## src/rtl/pulse_burst_gen.sv

```systemverilog
// rtl/pulse_burst_gen.sv - one start pulse in, a burst of COUNT timed on/off pulses out
// Durations are counted in 1 ms ticks from a free-running prescaler gated to the ON/OFF phases.
module pulse_burst_gen #(
    parameter int TICK_DIV = 100_000,
    parameter int MS_W     = 16,
    parameter int CNT_W    = 4
) (
    input  logic             clk,
    input  logic             reset,
    input  logic             i_start,
    input  logic [MS_W-1:0]  i_on_ms,
    input  logic [MS_W-1:0]  i_off_ms,
    input  logic [CNT_W-1:0] i_count,
    output logic             o_out,
    output logic             o_busy,
    output logic             o_done
);
    localparam int PW = (TICK_DIV > 2) ? $clog2(TICK_DIV) : 1;
    localparam logic [PW-1:0]    P_LAST = PW'(TICK_DIV - 1);
    localparam logic [PW-1:0]    P_ONE  = PW'(1);
    localparam logic [MS_W-1:0]  MS_ONE = MS_W'(1);
    localparam logic [CNT_W-1:0] C_ONE  = CNT_W'(1);

    typedef enum logic [1:0] {S_IDLE, S_ON, S_OFF, S_FIN} state_t;

    state_t           r_state;
    logic [PW-1:0]    r_presc;
    logic [MS_W-1:0]  r_ms;
    logic [MS_W-1:0]  r_on;
    logic [MS_W-1:0]  r_off;
    logic [CNT_W-1:0] r_rem;
    logic             r_out;
    logic             r_busy;
    logic             r_done;

    logic             w_tick;
    logic [MS_W-1:0]  w_ms_next;
    logic [MS_W-1:0]  w_on_cl;
    logic [MS_W-1:0]  w_off_cl;

    assign w_tick    = (r_presc == P_LAST);
    assign w_ms_next = r_ms + MS_ONE;
    // Zero durations become 1 ms so pulses stay distinct and the burst always progresses.
    assign w_on_cl   = (i_on_ms  == '0) ? MS_ONE : i_on_ms;
    assign w_off_cl  = (i_off_ms == '0) ? MS_ONE : i_off_ms;

    assign o_out  = r_out;
    assign o_busy = r_busy;
    assign o_done = r_done;

    always_ff @(posedge clk or posedge reset) begin
        if (reset) begin
            r_state <= S_IDLE;
            r_presc <= '0;
            r_ms    <= '0;
            r_on    <= '0;
            r_off   <= '0;
            r_rem   <= '0;
            r_out   <= 1'b0;
            r_busy  <= 1'b0;
            r_done  <= 1'b0;
        end else begin
            r_done <= 1'b0;
            case (r_state)
                S_IDLE: begin
                    if (i_start) begin
                        r_busy <= 1'b1;
                        if (i_count != '0) begin
                            r_on    <= w_on_cl;
                            r_off   <= w_off_cl;
                            r_rem   <= i_count;
                            r_presc <= '0;
                            r_ms    <= '0;
                            r_out   <= 1'b1;
                            r_state <= S_ON;
                        end else begin
                            r_state <= S_FIN;
                        end
                    end
                end
                S_ON: begin
                    if (w_tick) begin
                        r_presc <= '0;
                        if (w_ms_next == r_on) begin
                            r_ms    <= '0;
                            r_rem   <= r_rem - C_ONE;
                            r_out   <= 1'b0;
                            r_state <= (r_rem == C_ONE) ? S_FIN : S_OFF;
                        end else begin
                            r_ms <= w_ms_next;
                        end
                    end else begin
                        r_presc <= r_presc + P_ONE;
                    end
                end
                S_OFF: begin
                    if (w_tick) begin
                        r_presc <= '0;
                        if (w_ms_next == r_off) begin
                            r_ms    <= '0;
                            r_out   <= 1'b1;
                            r_state <= S_ON;
                        end else begin
                            r_ms <= w_ms_next;
                        end
                    end else begin
                        r_presc <= r_presc + P_ONE;
                    end
                end
                S_FIN: begin
                    r_busy  <= 1'b0;
                    r_done  <= 1'b1;
                    r_state <= S_IDLE;
                end
                default: begin
                    r_state <= S_IDLE;
                end
            endcase
        end
    end
endmodule

```

## config.mk

```make
export PLATFORM = sky130hd
export DESIGN_NAME = pulse_burst_gen
export DESIGN_NICKNAME = d
export VERILOG_FILES = /design/src/rtl/pulse_burst_gen.sv
export SDC_FILE = /design/constraint.sdc
export NUM_CORES = 1
export LEC_CHECK = 0
export BUFFER_PORTS_ARGS = -buffer_cell sky130_fd_sc_hd__buf_2
export CORE_MARGIN = 3
export CORE_UTILIZATION = 45
export CTS_CLUSTER_SIZE = 24
export DETAILED_ROUTE_END_ITERATION = 16
export SETUP_SLACK_MARGIN = 0.2
export SLEW_MARGIN = 20
export SYNTH_ARGS = -nofsm -noshare
export SYNTH_HDL_FRONTEND = slang
export SYNTH_SLANG_ARGS = --single-unit
```

## constraint.sdc

```tcl
create_clock -name clk -period 4.41 [get_ports clk]
set_input_delay 1.323 -clock clk [delete_from_list [all_inputs] [get_ports clk]]
set_output_delay 1.323 -clock clk [all_outputs]
set_load 0.01 [all_outputs]
```

After elaboration in Yosys (flattened, before gate mapping)
Cells that the tools add are included.
{ "totals": {"n_memories": 0, "latchBits": 0, "input_bits": 39, "ram_bits": 0, "out_inout_bits": 3, "romBits": 0, "ff_bits": 74} }
{ "op_classes": {"reduce_logical": 16, "order_cmp": 0, "bitwise_logic": 0, "shift": 0, "n_mul": 0, "eq_ne": 13, "div_mod_pow": 0, "add_sub_neg": 3, "muxes": 36} }
{ "ops": {"columns": ["cell", "n"], "rows": [
  ["16-bit 2-to-1 mux", 8],
  ["17-bit 2-to-1 mux", 3],
  ["16-bit one-hot mux with 3 select lines", 1],
  ["17-bit one-hot mux with 2 select lines", 1],
  ["16-bit equality test", 2],
  ["16-bit zero test", 2],
  ["17-bit by 1-bit adder with 17-bit output, second input constant", 1],
  ["17-bit equality test, second input constant", 1],
  ["16-bit by 1-bit adder with 16-bit output, second input constant", 1],
  ["4-bit 2-to-1 mux", 4],
  ["5-bit AND reduction", 3],
  ["2-bit 2-to-1 mux", 6],
  ["2-bit inequality test, second input constant", 6],
  ["1-bit 2-to-1 mux", 9],
  ["2-bit one-hot mux with 4 select lines", 1],
  ["4-bit one-hot mux with 2 select lines", 1],
  ["7-bit AND reduction", 1],
  ["3-bit AND reduction", 2],
  ["2-bit nonzero test", 3],
  ["2-bit equality test, second input constant", 2],
  ["4-bit by 1-bit equality test with 1-bit output, second input constant", 1],
  ["4-bit nonzero test", 1],
  ["4-bit by 1-bit subtractor with 4-bit output, second input constant", 1],
  ["1-bit one-hot mux with 3 select lines", 1],
  ["6 further kinds", 6]
]} }

Longest topological paths before layout
{ "logic_depth": {"depth_word": 5, "ltp_mapped": 12} }

Least setup slack after synthesis
No wires, ideal clock.
{ "synth_path": {"kind": "input port to flip-flop", "from": "in i_count[2]", "to": "reg r_ms[1]", "n_path_buf": 3, "setup_slack_ns": 1.106, "cell_stages": 9, "required_time_ns": 4.314, "arrival_ns": 3.209, "cell_sequence": "or4_1 > and3_1 > clkbuf_1 > a21o_1 > nand2_1 > clkbuf_1 > clkbuf_1 > nand2_1 > o31ai_1"} }
{ "synth_via": {"elab_chain_cells": 3} }
{ "synth_lines": {"columns": ["item", "line_no", "text"], "rows": [
  ["from (decl)", "13", "input logic [CNT_W-1:0] i_count,"],
  ["4-bit nonzero test", "68", "if (i_count != '0) begin"],
  ["2-bit inequality test (no line)", null, null],
  ["5-bit AND reduction (no line)", null, null],
  ["to (signal assigned)", "90", "r_ms <= w_ms_next;"],
  ["to (signal assigned)", "104", "r_ms <= w_ms_next;"],
  ["to (decl)", "28", "logic [MS_W-1:0] r_ms;"]
]} }
No other way between the ends.
A chain may end at the register's enable or synchronous reset.

Final worst setup path
{ "layout_path": {"from": "reg r_ms[0]", "to": "reg r_ms[4]"} }
{ "layout_via": {"elab_chain_cells": 5, "elab_cells_between_ends": 8, "classes_between": "add/sub (1); eq/ne (2); mux (5)"} }
{ "layout_lines": {"columns": ["item", "line_no", "text"], "rows": [
  ["16-bit by 1-bit adder with 16-bit output (*)", "42", "assign w_ms_next = r_ms + MS_ONE;"],
  ["16-bit equality test (on tied branches)", "99, 84", null],
  ["16-bit 2-to-1 mux (on tied branches)", "99, 84", null],
  ["16-bit 2-to-1 mux (on tied branches)", "97, 82", null],
  ["16-bit one-hot mux with 3 select lines (*)", "64", "case (r_state)"]
]} }
Mark *: on every way between the ends. The rest lies on a longest branch, timed or not. The select of a mux whose other input is x is not followed.

==> impl_summary.txt <==
----------------------------------------------------
[Logic synthesis]
  Part of the Yosys area used for sequential elements ... 38.8%
  Cell accounting for the most synthesized area ... sky130_fd_sc_hd__dfrtp_1
  Count of flip-flops with a built-in enable after synthesis ... 0
  Number of nets in the synthesized netlist ... 621
  Fraction of synthesized area in multiplexers ... 1.07%
  Most frequently used flop master after synthesis ... sky130_fd_sc_hd__dfrtp_1
  Synth cell count leaders ... sky130_fd_sc_hd__nand2_1 (149), sky130_fd_sc_hd__dfrtp_1 (74), sky130_fd_sc_hd__o21ai_0 (34)
  Yosys cell types ... 66
  Post-synthesis xor/xnor area fraction ... 7.89%
  Number of warnings printed during yosys synthesis ... 0
  Area fraction in compound gates after synthesis ... 16.6%
  Synthesized area per cell ... 8.32 µm²
  Dominant combinational cell family by area after synthesis ... simple AND/OR/NAND/NOR gates
  Most common cell in the synthesized netlist ... sky130_fd_sc_hd__nand2_1
  Synthesized flop and latch total ... 74
  Simple-gate portion of the synthesized area ... 29.5%
  Netlist Area Pre-Place ... 4780 µm²
  Cell types occupying the most area after synthesis ... sky130_fd_sc_hd__dfrtp_1 (39%), sky130_fd_sc_hd__nand2_1 (12%), sky130_fd_sc_hd__xnor2_1 (5.3%)
  Number of cells produced by synthesis ... 574
  Async set-or-reset flop fraction in the synthesized netlist ... 100%
  Fraction of synthesized cell area taken by the top area cell type ... 38.8%
  Post-synthesis share of cell area spent on full adders, half adders and majority gates ... 2.10%

[Routing]
  Routed WL ... 12.2 mm
  Detailed-routing wirelength on met1 ... 6.25 mm
  Iteration-0 DRC count of the detailed router ... 307
  Uppermost layer routed ... met4
  Vias ... 4280
  Wire length on met3 ... 696 µm
  Via density per instance ... 5.82
  Router iterations before antenna repair ... 5
  Antenna viol nets, final ... 0
  Met2 routed wirelength ... 5.13 mm
  Drt wl/cell ... 16.7 µm
  Post-route DRC violation count ... 0

[Worst setup path]
  Setup slack of the worst register-to-register path ... 600 ps
  Maximum fanout along the worst path ... 18
  Setup Crit Path Kind ... flip-flop to flip-flop
  Critical Path, Cell by Cell ... ha_1 > nand4_4 > nor3_1 > xnor2_1 > o31a_1 > o211ai_1 > o41a_1 > o21ai_2 > o211ai_1
  Reg2reg end ... r_ms[4]$_DFFE_PP0P_
  Number of cells on the worst reg-to-reg path ... 9
  Library cell contributing the largest single delay on the critical path ... sky130_fd_sc_hd__o41a_1
  Most common cell type on the critical path ... sky130_fd_sc_hd__o211ai_1
  Worst path buffer plus inverter count ... 0
  Setup crit end kind ... flip-flop
  Crit-path leading delay family ... compound AO/OA/AOI/OAI gates
  Startpoint of the lowest-slack register-to-register path ... r_ms[0]$_DFFE_PP0P_
  Required time of the worst setup path ... 4630 ps
  Startpoint Class ... flip-flop
  Data arrival, critical path ... 4020 ps
  Biggest cell delay along the critical path ... 730 ps

[Timing]
  Final hold violation count ... 0
  Highest clock frequency the design can meet ... 263 MHz
  Total Negative Setup Slacks ... 0 ps
  Min Tclk post-route ... 3810 ps
  Final setup vio count ... 0
  Post-route clock period utilization ... 86.3%
  Measured slew at the worst slew-check pin ... 936 ps
  RSZ-0062 raised after global routing ... no
  Worst rel slew slack ... 37.6%
  Clock Skews ... 9.84 ps
  Final slew viol count ... 0

[Clock tree]
  # resized after CTS ... 0
  Number of buffers added by the clock tree synthesis step ... 9
  Number of buffers inserted for hold repair after clock tree synthesis ... 0
  Worst-path clk slew ... 80 ps
  CTS tree ... yes
  Level count of the clock H-tree ... 3
  Skew-Pair Late Insertion Delay ... 360 ps
  Sinks on the clock net ... 74
  Number of buffers on the longest clock path ... 2
  Number of setup buffers added after CTS ... 0
  Clock tree root buffer cell ... sky130_fd_sc_hd__clkbuf_8

[Floorplan]
  Row cnt ... 36
  Die Outline Area ... 11900 µm²
  Chip width ... 109 µm
  CORE AREA ... 10000 µm²
  Starting utilization of the core area ... 47.5%
  Vertical die dimension ... 109 µm
  Top Ports ... 42

[Placement]
  IO Port Bufs ... 41
  Placed wire-length estimate ... 8.80 mm
  GPL Wtd Cong ... 0.910
  Total placed cells including tap cells ... 719

[Power and ir drop]
  Overall power after layout ... 3.16 mW
  VDD IR-drop max ... 0.315 mV
  Leakage power ... 2.31 nW
  Pwr dens ... 597 nW/µm²

[Outcome]
  Run status ... finished clean

[Global routing]
  Global-route wire length before repair ... 20.6 mm
  Maximum number of pins on one net before global-route repair ... 75
  Overflow left after global routing ... 0
  Overall track demand over capacity in global routing ... 22.2%
  Initial antenna violation count ... 0
  Via count of the first global-routing pass ... 3931

[Hold path]
  Worst hold path cell count ... 2
  Start point of the worst hold path ... r_off[10]$_DFFE_PP0P_
  Worst Hold End ... r_off[10]$_DFFE_PP0P_
  Path class of the lowest-slack min-delay path ... flip-flop to flip-flop

[Layout]
  Final cell count without fillers ... 735
  Synthesis-to-finish area growth ... 10.6%
  Net total in the final layout ... 644
  Proportion of layout cells with a drive suffix above 1 ... 12.3%
  ANT cells ... 0

[Run]
  Max cap viols ... 0

----------------------------------------------------
## worst min-delay path, cell delays in order, from the launching register on
cell	delay [ps]
sky130_fd_sc_hd__dfrtp_1	360
sky130_fd_sc_hd__nand2_1	60
sky130_fd_sc_hd__nand2_1	50
## flip-flops by register name, indices dropped and copies added (netlist names)
signal   flops
r_presc     17
r_ms        16
r_off       16
r_on        16
r_rem        4
r_state      2
o_busy       1
o_done       1
o_out        1
## cells by family (layout without fill, tap and decap cells)
logic type / Yosys count / count (layout)
AND/OR/NAND/NOR: 284 / 284
AO/OA/AOI/OAI: 112 / 112
flip-flops: 74 / 74
buffers and inverters: 48 / 76
XOR/XNOR: 43 / 43
adder cells (fa/ha/maj): 8 / 8
multiplexers: 5 / 5
## area by class of cell
cell class | count | area [µm²]
flip-flops and latches | 74 | 1850
inverters | 12 | 45.0
multi-input cells | 452 | 2730
well taps | 133 | 166
fillers | 959 | 4760
clock inverters | 5 | 103
clock buffers | 11 | 131
repair buffers | 48 | 258
## worst max-delay path by stage
stage / to / start / cells past startpoint
6_report: r_ms[4]$_DFFE_PP0P_ / r_ms[0]$_DFFE_PP0P_ / 9
5_1_grt: r_ms[13]$_DFFE_PP0P_ / r_ms[0]$_DFFE_PP0P_ / 8
4_1_cts: r_ms[0]$_DFFE_PP0P_ / r_ms[0]$_DFFE_PP0P_ / 8
3_5_place_dp: r_ms[0]$_DFFE_PP0P_ / r_ms[0]$_DFFE_PP0P_ / 8
3_3_place_gp: r_ms[0]$_DFFE_PP0P_ / r_ms[0]$_DFFE_PP0P_ / 9
2_1_floorplan: r_ms[1]$_DFFE_PP0P_ / i_count[2] / 9
## metal layers
metal | GRT usage, % | vias up
li1 | - | 2079
met1 | 34.9 | 2050
met2 | 31.0 | 138
met3 | 4.26 | 13
met4 | 5.32 | 0
met5 | 0 | -
## stage by stage
stage	cell area, µm²	util (%)	hold slack (ps)	worst slack [ps]
finish	5280	52.6	500	602
global route	5280	52.6	536	264
CTS	5280	52.6	506	597
detailed placement	5050	50.3	487	604
global placement	5050	50.3	484	759
floorplan	4780	-	460	1110
## where the power goes
part | internal [mW] | total, mW | switching (mW)
logic | 0.499 | 1.38 | 0.885
registers | 0.887 | 1.14 | 0.253
clock network | 0.375 | 0.631 | 0.256
## cells in the final DEF (no fill, tap or decap), drive strengths merged, types with 4 or more instances in the layout
cell     instances
buf             48
xnor2           29
nor2            22
a311oi           4
a21oi           14
mux2i            4
xor2            14
nand2          150
o221ai           6
clkbuf          11
nand4            8
o211ai           8
nor3b            6
dfrtp           74
ha               8
nor2b            6
o21ai           36
nand3           23
o31ai           11
o2111ai          4
inv             12
nor4            16
nand2b          11
nor3            14
and3            12
Note: power is estimated with default switching activity, not from simulation.
